File: src/rtl/monitor_contagem.sv
// Sequence monitor for a 3-bit counter: checks hold/step-by-one, flags errors,
// pulses on wrap, keeps a saturating cycle count and drives a 7-seg digit.
`timescale 1ns/1ps
module monitor_contagem #(
  parameter bit UP         = 1'b1,
  parameter bit ERR_STICKY = 1'b1
) (
  input  logic       clk,
  input  logic       rstn,
  input  logic       in0,
  input  logic       in1,
  input  logic       in2,
  input  logic       resync,
  output logic [2:0] valor,
  output logic       travado,
  output logic       wrap,
  output logic [3:0] ciclos,
  output logic       erro,
  output logic [6:0] seg
);

  localparam int unsigned CW = 3;
  localparam int unsigned NW = 4;
  localparam logic [NW-1:0] CICLOS_MAX = '1;
  localparam logic [CW-1:0] WRAP_FROM  = UP ? CW'(7) : CW'(0);

  typedef enum logic [1:0] {SYNC, TRACK, ERRO} state_t;

  state_t        state;
  logic [CW-1:0] prev;
  logic [CW-1:0] next_val;
  logic          armed;

  assign next_val = UP ? prev + CW'(1) : prev - CW'(1);

  // Sample pipeline; armed keeps the reset-cleared sample out of the first check
  always_ff @(posedge clk or negedge rstn) begin
    if (!rstn) begin
      valor <= '0;
      prev  <= '0;
      armed <= 1'b0;
    end else begin
      valor <= {in2, in1, in0};
      prev  <= valor;
      armed <= 1'b1;
    end
  end

  always_ff @(posedge clk or negedge rstn) begin
    if (!rstn) begin
      state   <= SYNC;
      travado <= 1'b0;
      wrap    <= 1'b0;
      ciclos  <= '0;
      erro    <= 1'b0;
    end else begin
      wrap <= 1'b0;
      if (resync) begin
        state   <= SYNC;
        travado <= 1'b0;
        ciclos  <= '0;
        erro    <= 1'b0;
      end else begin
        case (state)
          SYNC: begin
            if (armed) begin
              state   <= TRACK;
              travado <= 1'b1;
            end
          end
          TRACK: begin
            if (valor != prev) begin
              if (valor == next_val) begin
                if (prev == WRAP_FROM) begin
                  wrap <= 1'b1;
                  if (ciclos != CICLOS_MAX) ciclos <= ciclos + NW'(1);
                end
              end else begin
                state   <= ERRO;
                erro    <= 1'b1;
                travado <= 1'b0;
              end
            end
          end
          ERRO: begin
            if (!ERR_STICKY) begin
              state <= SYNC;
              erro  <= 1'b0;
            end
          end
          default: state <= SYNC;
        endcase
      end
    end
  end

  // Active-high digit decode, seg[0]=a .. seg[6]=g
  always_comb begin
    seg = 7'b0111111;
    case (valor)
      3'd0: seg = 7'b0111111;
      3'd1: seg = 7'b0000110;
      3'd2: seg = 7'b1011011;
      3'd3: seg = 7'b1001111;
      3'd4: seg = 7'b1100110;
      3'd5: seg = 7'b1101101;
      3'd6: seg = 7'b1111101;
      3'd7: seg = 7'b0000111;
      default: seg = 7'b0111111;
    endcase
  end

endmodule

File: config.mk
export PLATFORM = sky130hd
export DESIGN_NAME = monitor_contagem
export DESIGN_NICKNAME = d
export VERILOG_FILES = /design/src/rtl/monitor_contagem.sv
export SDC_FILE = /design/constraint.sdc
export NUM_CORES = 1
export LEC_CHECK = 0
export CORE_MARGIN = 2
export CORE_UTILIZATION = 53
export CTS_BUF_LIST = sky130_fd_sc_hd__clkbuf_8
export DETAILED_ROUTE_END_ITERATION = 7
export GPL_ROUTABILITY_DRIVEN = 0
export PLACE_DENSITY_LB_ADDON = 0.08
export SLEW_MARGIN = 20
export SYNTH_ARGS = -nofsm -noshare
export SYNTH_HDL_FRONTEND = slang
export SYNTH_SLANG_ARGS = --single-unit
File: constraint.sdc
create_clock -name clk -period 6.1 [get_ports clk]
set_clock_uncertainty 0.2 [all_clocks]
set_input_delay 1.83 -clock clk [delete_from_list [all_inputs] [get_ports clk]]
set_output_delay 1.83 -clock clk [all_outputs]
set_load 0.01 [all_outputs]
# Yosys cells after proc, flatten, opt, wreduce, memory -nomap -nowiden
# Memory sizes are Yosys's and may differ from the RTL's.
# Index checks and enable logic that the tools add are counted.
classes:
  eq_ne: 11
  muxes: 25
  reduce_logical: 11
  n_addsub: 2
op_table:
  columns: ["operator", "n"]
  rows:
  - ["$mux W4", 6]
  - ["$mux W1", 13]
  - ["$reduce_bool A2 Y1", 5]
  - ["$ne A3 B3 Y1 const B", 3]
  - ["$mux W2", 4]
  - ["$reduce_and A4 Y1", 2]
  - ["$pmux W2 S3", 1]
  - ["$reduce_and A5 Y1", 1]
  - ["$add A4 B1 Y4 const B", 1]
  - ["$ne A2 B2 Y1 const B", 2]
  - ["$ne A4 B4 Y1 const B", 1]
  - ["$add A3 B1 Y3 const B", 1]
  - ["$eq A3 B3 Y1", 1]
  - ["$eq A3 B3 Y1 const B", 1]
  - ["$ne A3 B3 Y1", 1]
  - ["$reduce_and A3 Y1", 1]
  - ["$reduce_bool A3 Y1", 1]
  - ["$eq A2 B1 Y1 const B", 1]
  - ["$eq A2 B2 Y1 const B", 1]
  - ["$logic_not A2 Y1", 1]
  - ["$pmux W1 S2", 1]
word_totals:
  word_cells: 58
  input_bits: 6
  mem_count: 1
  reg_bits: 16
  output_inout_bits: 17
  mem_bits_ro: 56
memory_table:
  columns: ["name", "words", "width", "rd", "rd_clocked_by_memory_dff", "wr", "line_no", "text"]
  rows:
  - ["(name not given)", 8, 7, 1, 0, 0, "100", "case (valor)"]

# Longest topological paths before layout
# Gate-level depths: netlist of the first run.
logic_depth:
  ltp_word: 7
  ltp_mapped: 6
  mapped_depth_nobuf: 6

# Least setup slack after synthesis of the first run
# Ideal clock, no wire load.
synth_path:
  kind: "register to output"
  start: "register valor[1]"
  end: "output port seg[3]"
  t_arrival_ns: 1.180
  required_time_ns: 4.070
  n_path_buf: 0
  path_stages_with_launch: 5
  slack_ns: 2.890
  cell_sequence: "dfrtp_1 -> inv_1 -> ha_1 -> nand2_1 -> o21ai_0"
synth_between:
  elab_chain_len: 1
synth_lines:
  columns: ["item", "line_no", "text"]
  rows:
  - ["from (decl)", "14", "output logic [2:0] valor,"]
  - ["from (signal assigned)", "43", "valor <= {in2, in1, in0};"]
  - ["$mem_v2 Z8 W7", null, null]
  - ["to (decl)", "19", "output logic [6:0] seg"]
# No other way between the ends.

# Worst setup path after layout of the first run
# Ends and elaborated chain as after synthesis.

==> key figures, run 1 <==
Global route
  • Total gr overflow: 0
  • Grt peak-use layer: met1
  • First-pass GRT wire length: 2280 µm
  • Met3 Use GR: 6.12%
  • Number of global-route vias before repair: 533
  • Largest net degree at the start of global routing: 17
  • Met1 Use GR: 24.1%
  • GR Layer Usage met2: 21.7%
  • Total track usage: 16.3%
  • Initial antenna violation count: 0

Clock tree
  • CTS tree: done
  • Num CTS Buffers: 3
  • Hold-fix buffers at CTS: 0
  • Clock H-tree levels: 1
  • CTS resizes: 0
  • Skew-Pair Late Insertion Delay: 0.24 ns
  • Longest Clk Path Bufs: 2
  • Clock sinks: 16
  • Post-CTS setup buffer count: 0
  • Clock Pin Slew Worst Setup and Hold Paths: 0.05 ns
  • Clk root buf: clkbuf_8

Die
  • CORE AREA: 1520 µm²
  • Width of the die: 44.5 µm
  • Starting Density: 57.0%
  • Num rows: 14
  • Die area: 1980 µm²
  • Die Ht: 44.5 µm
  • IO Pins: 23

Drt
  • Drt via density: 5.38
  • DRC Markers: 0
  • Vias post-DR: 630
  • Average wire per standard cell: 11.9 µm
  • Router iterations before antenna repair: 4
  • Iter 0 DRT Violations: 4
  • Final ANT Viol Nets: 0
  • Total Wirelength: 1400 µm

STA
  • RSZ-0062 raised after global routing: no
  • Worst-margin pin slew: 0.687 ns
  • Max_slew headroom: 54.0%
  • Final slew viol count: 0
  • WHS: 0.304 ns
  • Final period util: 64.6%
  • Final Hold Viols: 0
  • Setup violations, final: 0
  • Final setup TNS: 0 ns
  • Fmax: 254 MHz
  • Min Tclk post-route: 3.94 ns

Logic synthesis
  • Compound-gate portion of the synthesized area: 13.1%
  • Syn Nets: 92
  • Netlist cell types: 29
  • Synthesis Warnings: 0
  • Post-synthesis sequential area ratio: 46.1%
  • Largest family of logic cells by synthesized area: simple AND/OR/NAND/NOR gates
  • Post-synthesis mux area share: 3.60%
  • Synth Area in XOR/XNOR: 5.91%
  • Count of state elements after synthesis: 16
  • Syn_area_per_cell: 11.3 µm²
  • Synth Instances: 77
  • Post-Synth Adder-Cell Area: 13.0%
  • Post-Synth Simple-Gate Area: 14.0%
  • Synthesized cell area: 868 µm²

Cells and area
  • Area delta synth->final: 31.1%
  • Most common cell after layout, fill and taps aside: clkdlybuf4s50_1
  • Filler instances: 114
  • Nets: 118
  • Register Area: 400 µm²
  • Commonest non-fill, non-tap cells in the layout: 22 x clkdlybuf4s50_1, 16 x dfrtp_1, 9 x ha_1
  • Non-filler instance count after layout: 117
  • Number of diodes: 0
  • Share of layout cells above drive strength 1: 7.92%
  • Multi-input combinational cell area: 434 µm²

Setup path
  • Buf/Inv on CP: 2
  • CP Depth: 5
  • Critical path cell sequence: inv_1 -> ha_1 -> nand2_1 -> o21ai_0 -> clkdlybuf4s50_1
  • R2R depth: 6
  • CP max-delay cell: clkdlybuf4s50_1
  • Cell family with the largest share of critical-path delay: buffers and inverters
  • Worst EP required: 4.07 ns
  • Peak fanout along the critical path: 9
  • Largest stage delay on the critical path: 0.57 ns
  • CP endpoint kind: output pin
  • CP arrival: 1.91 ns
  • Startpoint type of the worst setup path: register
  • CP Class: register to output pin

Power
  • Leak: 0.518 nW
  • Maximum vdd ir drop: 0.168 mV
  • Pwr/cell area: 210 nW/µm²

Placement
  • Placed insts: 114
  • Post-DP HPWL: 1070 µm
  • Port Buffer Count: 22

Status
  • Status: finished clean

Run
  • Max Cap Violations: 0

Hold path
  • Hold Crit Depth: 0
  • Worst hold path type: register to register
where the power goes:
part | total (mW) | internal (mW) | switching (mW)
logic | 0.0464 | 0.0258 | 0.0206
registers | 0.120 | 0.112 | 0.00748
clock network | 0.0733 | 0.0435 | 0.0297
total | 0.239 | 0.182 | 0.0578
synth_stat cells:
| master | n | area share (%) |
|---|---|---|
| o311a_2 | 1 | 1.3 |
| a21oi_1 | 3 | 1.7 |
| inv_1 | 6 | 2.6 |
| o21ai_0 | 2 | 1.2 |
| o21bai_1 | 1 | 0.86 |
| o21a_1 | 1 | 0.86 |
| or4_1 | 1 | 0.86 |
| nand3b_1 | 1 | 0.86 |
| mux2_2 | 1 | 1.3 |
| nor3_1 | 1 | 0.58 |
| a2111oi_2 | 1 | 1.7 |
| xnor2_2 | 1 | 1.9 |
| a22o_1 | 1 | 1.0 |
| conb_1 | 1 | 0.43 |
| nand4bb_4 | 1 | 3.2 |
| dfrtp_1 | 16 | 46 |
| buf_6 | 1 | 1.3 |
| a31oi_1 | 1 | 0.72 |
| ha_1 | 9 | 13 |
| nand3_1 | 2 | 1.2 |
| mux2i_1 | 2 | 2.3 |
| and3_1 | 1 | 0.72 |
| nand2_1 | 6 | 2.6 |
| a311oi_1 | 2 | 2.0 |
| nor2b_1 | 1 | 0.72 |
| a21o_1 | 2 | 1.7 |
| xnor2_1 | 4 | 4.0 |
| nand2b_1 | 1 | 0.72 |
| nor2_1 | 6 | 2.6 |
registers in the layout, summed over array words and instances (netlist names):
register	cells
wrap	1
erro	1
travado	1
prev	3
armed	1
ciclos	4
state	2
valor	3
metrics by stage:
step / power, mW / area [µm²] / util (%) / setup WS (ns)
global route: 0.253 / 1140 / 74.7 / 2.03
floorplan: 0.146 / 868 / - / 2.89
global placement: 0.167 / 1100 / 72.0 / 2.48
finish: 0.239 / 1140 / 74.7 / 2.16
detailed placement: 0.168 / 1100 / 72.0 / 2.41
CTS: 0.244 / 1140 / 74.7 / 2.14
worst reg2reg max path, cell delays in order (launching register included):
cell       delay, ns
dfrtp_1         0.40
ha_1            0.22
ha_1            0.31
xnor2_2         0.22
nand4bb_4       0.16
a31oi_1         0.28
mux2_2          0.37
path summary, 6_finish.rpt:
path                                    start                    end  slack [ns]
min in group asynchronous                rstn   state[0]$_DFFE_PN0P_        1.81
min reg2reg                valor[0]$_DFF_PN0_      prev[0]$_DFF_PN0_        0.30
min                        valor[0]$_DFF_PN0_      prev[0]$_DFF_PN0_        0.30
max                        valor[1]$_DFF_PN0_                 seg[3]        2.16
max reg2reg                 prev[0]$_DFF_PN0_  ciclos[0]$_DFFE_PN0P_        3.83
max in group asynchronous                rstn      prev[1]$_DFF_PN0_        3.45
per-layer routing:
| layer | vias to the layer above | routed length [µm] | part of all wire [%] |
|---|---|---|---|
| li1 | 314 | - | - |
| met1 | 299 | 670 | 48 |
| met2 | 15 | 660 | 47 |
| met3 | 2 | 58 | 4.1 |
| met4 | 0 | 9 | 0.64 |
| met5 | - | 0 | 0 |
logic make-up after synthesis:
group,Yosys count
DFF,16
xor gates and xnor gates,5
buffers and inverters,7
adders and majority gates,9
AOI/OAI and AO/OA,15
other,1
muxes,3
and+or+nand+nor,21
final cells by class:
type	instances	share of cell area, %
Clock buffer	3	3.63
Inverter	6	1.98
Multi-Input combinational cell	54	38.1
Sequential cell	16	35.2
Tap cell	16	1.76
Timing Repair Buffer	22	19.3
Power figures use the tool's default switching activity.
==> run 2, diff against run 1 <==
- CORE_UTILIZATION: 53 -> 44
- clock period: 6.1 -> 3.3 ns (I/O delays scaled with it)
==> run 2 against run 1 <==
First-iteration DRC count rose to 3.0 times the previous value. Register-to-register slack worse by 2.8 ns. Clock power up 130%. Combinational power up 86%. Setup slack worse by 1.9 ns. Critical endpoint unchanged. Largest cell class unchanged.
==> key figures, run 2 (synthesis gave the netlist of run 1 again) <==
Drt
  • Iter 0 DRT Violations: 12 (+8)
  • Average wire per standard cell: 11.7 µm (-2.1%)
  • Router iterations before antenna repair: 4 (unchanged)
  • Drt via density: 4.83 (-10%)
  • Total Wirelength: 1510 µm (+7.9%)
  • Vias post-DR: 623 (-1.1%)
  • DRC Markers: 0 (unchanged)
  • Final ANT Viol Nets: 0 (unchanged)

Global route
  • GR Layer Usage met2: 21.8% (about the same)
  • Number of global-route vias before repair: 594 (+11%)
  • First-pass GRT wire length: 2660 µm (+16%)
  • Met3 Use GR: 6.48% (+0.36 points)
  • Met1 Use GR: 19.5% (-4.6 points)
  • Total gr overflow: 0 (unchanged)
  • Grt peak-use layer: met2
  • Initial antenna violation count: 0 (unchanged)
  • Total track usage: 14.5% (-1.8 points)
  • Largest net degree at the start of global routing: 17 (unchanged)

Die
  • Starting Density: 45.7% (-11 points)
  • Width of the die: 48.4 µm (+8.9%)
  • Die area: 2340 µm² (+19%)
  • IO Pins: 23 (unchanged)
  • CORE AREA: 1900 µm² (+25%)
  • Num rows: 16 (+2)
  • Die Ht: 48.4 µm (+8.9%)

Cells and area
  • Number of diodes: 0 (unchanged)
  • Finished Cell Area: 1170 µm² (+2.4%)
  • Area delta synth->final: 34.3%
  • Largest registers: ciclos x4, prev x3, valor x3
  • Commonest non-fill, non-tap cells in the layout: 22 x clkdlybuf4s50_1, 16 x dfrtp_1, 9 x ha_1
  • Top reg by flops: ciclos
  • Most common cell after layout, fill and taps aside: clkdlybuf4s50_1
  • Non-filler instance count after layout: 129 (+10%)
  • Share of layout cells above drive strength 1: 8.82% (+0.90 points)
  • Nets: 118 (unchanged)
  • Number of flip-flops under the largest register name: 4 (unchanged)

Clock tree
  • Hold-fix buffers at CTS: 0 (unchanged)
  • Longest Clk Path Bufs: 2 (unchanged)
  • Post-CTS setup buffer count: 0 (unchanged)
  • Clock Pin Slew Worst Setup and Hold Paths: 0.06 ns (about the same)
  • Num CTS Buffers: 3 (unchanged)
  • Clk root buf: clkbuf_8
  • Clock H-tree levels: 1 (unchanged)
  • Skew-Pair Late Insertion Delay: 0.25 ns (about the same)
  • CTS resizes: 0 (unchanged)
  • Clock sinks: 16 (unchanged)
  • CTS tree: done

Placement
  • Post-DP HPWL: 1130 µm (+5.5%)
  • Placement-stage cell area: 1110 µm² (+1.3%)
  • Port Buffer Count: 22 (unchanged)
  • Setup WS pre-CTS: 0.474 ns (-1.93 ns)
  • Placed insts: 125 (+9.6%)

Setup path
  • CP Class: register to output pin
  • Largest stage delay on the critical path: 0.56 ns (about the same)
  • Peak fanout along the critical path: 9 (unchanged)
  • CP arrival: 1.89 ns (-0.02 ns)
  • Critical path cell sequence: inv_1 -> ha_1 -> nand2_1 -> o21ai_0 -> clkdlybuf4s50_1
  • Startpoint type of the worst setup path: register
  • CP max-delay cell: clkdlybuf4s50_1
  • CP endpoint kind: output pin
  • Worst EP required: 2.11 ns (-1.96 ns)

STA
  • Setup ws final: 0.223 ns (-1.93 ns)
  • Setup violations, final: 0 (unchanged)
  • Min Tclk post-route: 3.08 ns
  • Final period util: 93.2%
  • RSZ-0062 raised after global routing: no
  • Fmax: 325 MHz
  • Final slew viol count: 0 (unchanged)
  • Max_slew headroom: 55.0% (+0.99 points)
  • Final setup TNS: 0 ns (unchanged)
  • Final Hold Viols: 0 (unchanged)
  • Worst-margin pin slew: 0.673 ns (-0.0148 ns)

Status
  • Status: finished clean

Run
  • Max Cap Violations: 0 (unchanged)

Power
  • Maximum vdd ir drop: 0.397 mV (+140%)
  • Final Power: 0.478 mW (+100%)
  • Pwr/cell area: 410 nW/µm² (+95%)
  • Leak: 0.525 nW (+1.4%)

Hold path
  • Worst hold path type: register to register
==> run 2: cell count changes in the layout (fill, tap and decap cells not counted), sizes merged <==
| cell | before | now |
|---|---|---|
| clkbuf | 3 | 4 |
==> run 2: worst paths after layout <==
path | startpoint | end | slack, ns | depth (start not counted)
max in group asynchronous | rstn | ciclos[2]$_DFFE_PN0P_ | 1.52 | 1
max reg2reg | prev[0]$_DFF_PN0_ | ciclos[0]$_DFFE_PN0P_ | 1.08 | 6
min | state[1]$_DFFE_PN0P_ | state[0]$_DFFE_PN0P_ | 0.30 | 1
min reg2reg | state[1]$_DFFE_PN0P_ | state[0]$_DFFE_PN0P_ | 0.30 | 1
min in group asynchronous | rstn | prev[2]$_DFF_PN0_ | 0.95 | 1
max | valor[1]$_DFF_PN0_ | seg[3] | 0.22 | 5
==> run 2: metrics by stage <==
step	utilization (%)	hold WS, ns
2_1_floorplan	-	0.254
3_3_place_gp	58.4	0.287
3_5_place_dp	58.4	0.295
4_1_cts	61.3	0.302
5_1_grt	61.3	0.320
6_report	61.3	0.301
==> run 2: report_power, final <==
part           internal (mW)  switching, mW  leakage, nW  total (mW)
Combinational         0.0476         0.0386        0.292      0.0862
Sequential             0.207         0.0137        0.204       0.221
Clock                  0.106         0.0648       0.0288       0.171
Total                  0.361          0.117        0.525       0.478
==> run 2: worst max-delay path: cells and delay by family, from the launching register on <==
kind,cells,cell delay (ns)
buffers and inverters,2,0.69
flip-flops,1,0.51
AND/OR/NAND/NOR,1,0.06
adder cells (fa/ha/maj),1,0.29
AO/OA/AOI/OAI,1,0.10
==> run 2: cell type report <==
class	count	area, µm²
multi-input combinational	54	434
inverter	6	22.5
sequential	16	400
clock buffer	4	55.1
tap	27	33.8
fill	167	736
timing repair buffer	22	220
==> run 2: routing by layer <==
layer	part of all wire, %	vias up
li1	-	316
met1	49	292
met2	45	15
met3	5.8	0
met4	0	0
met5	0	-
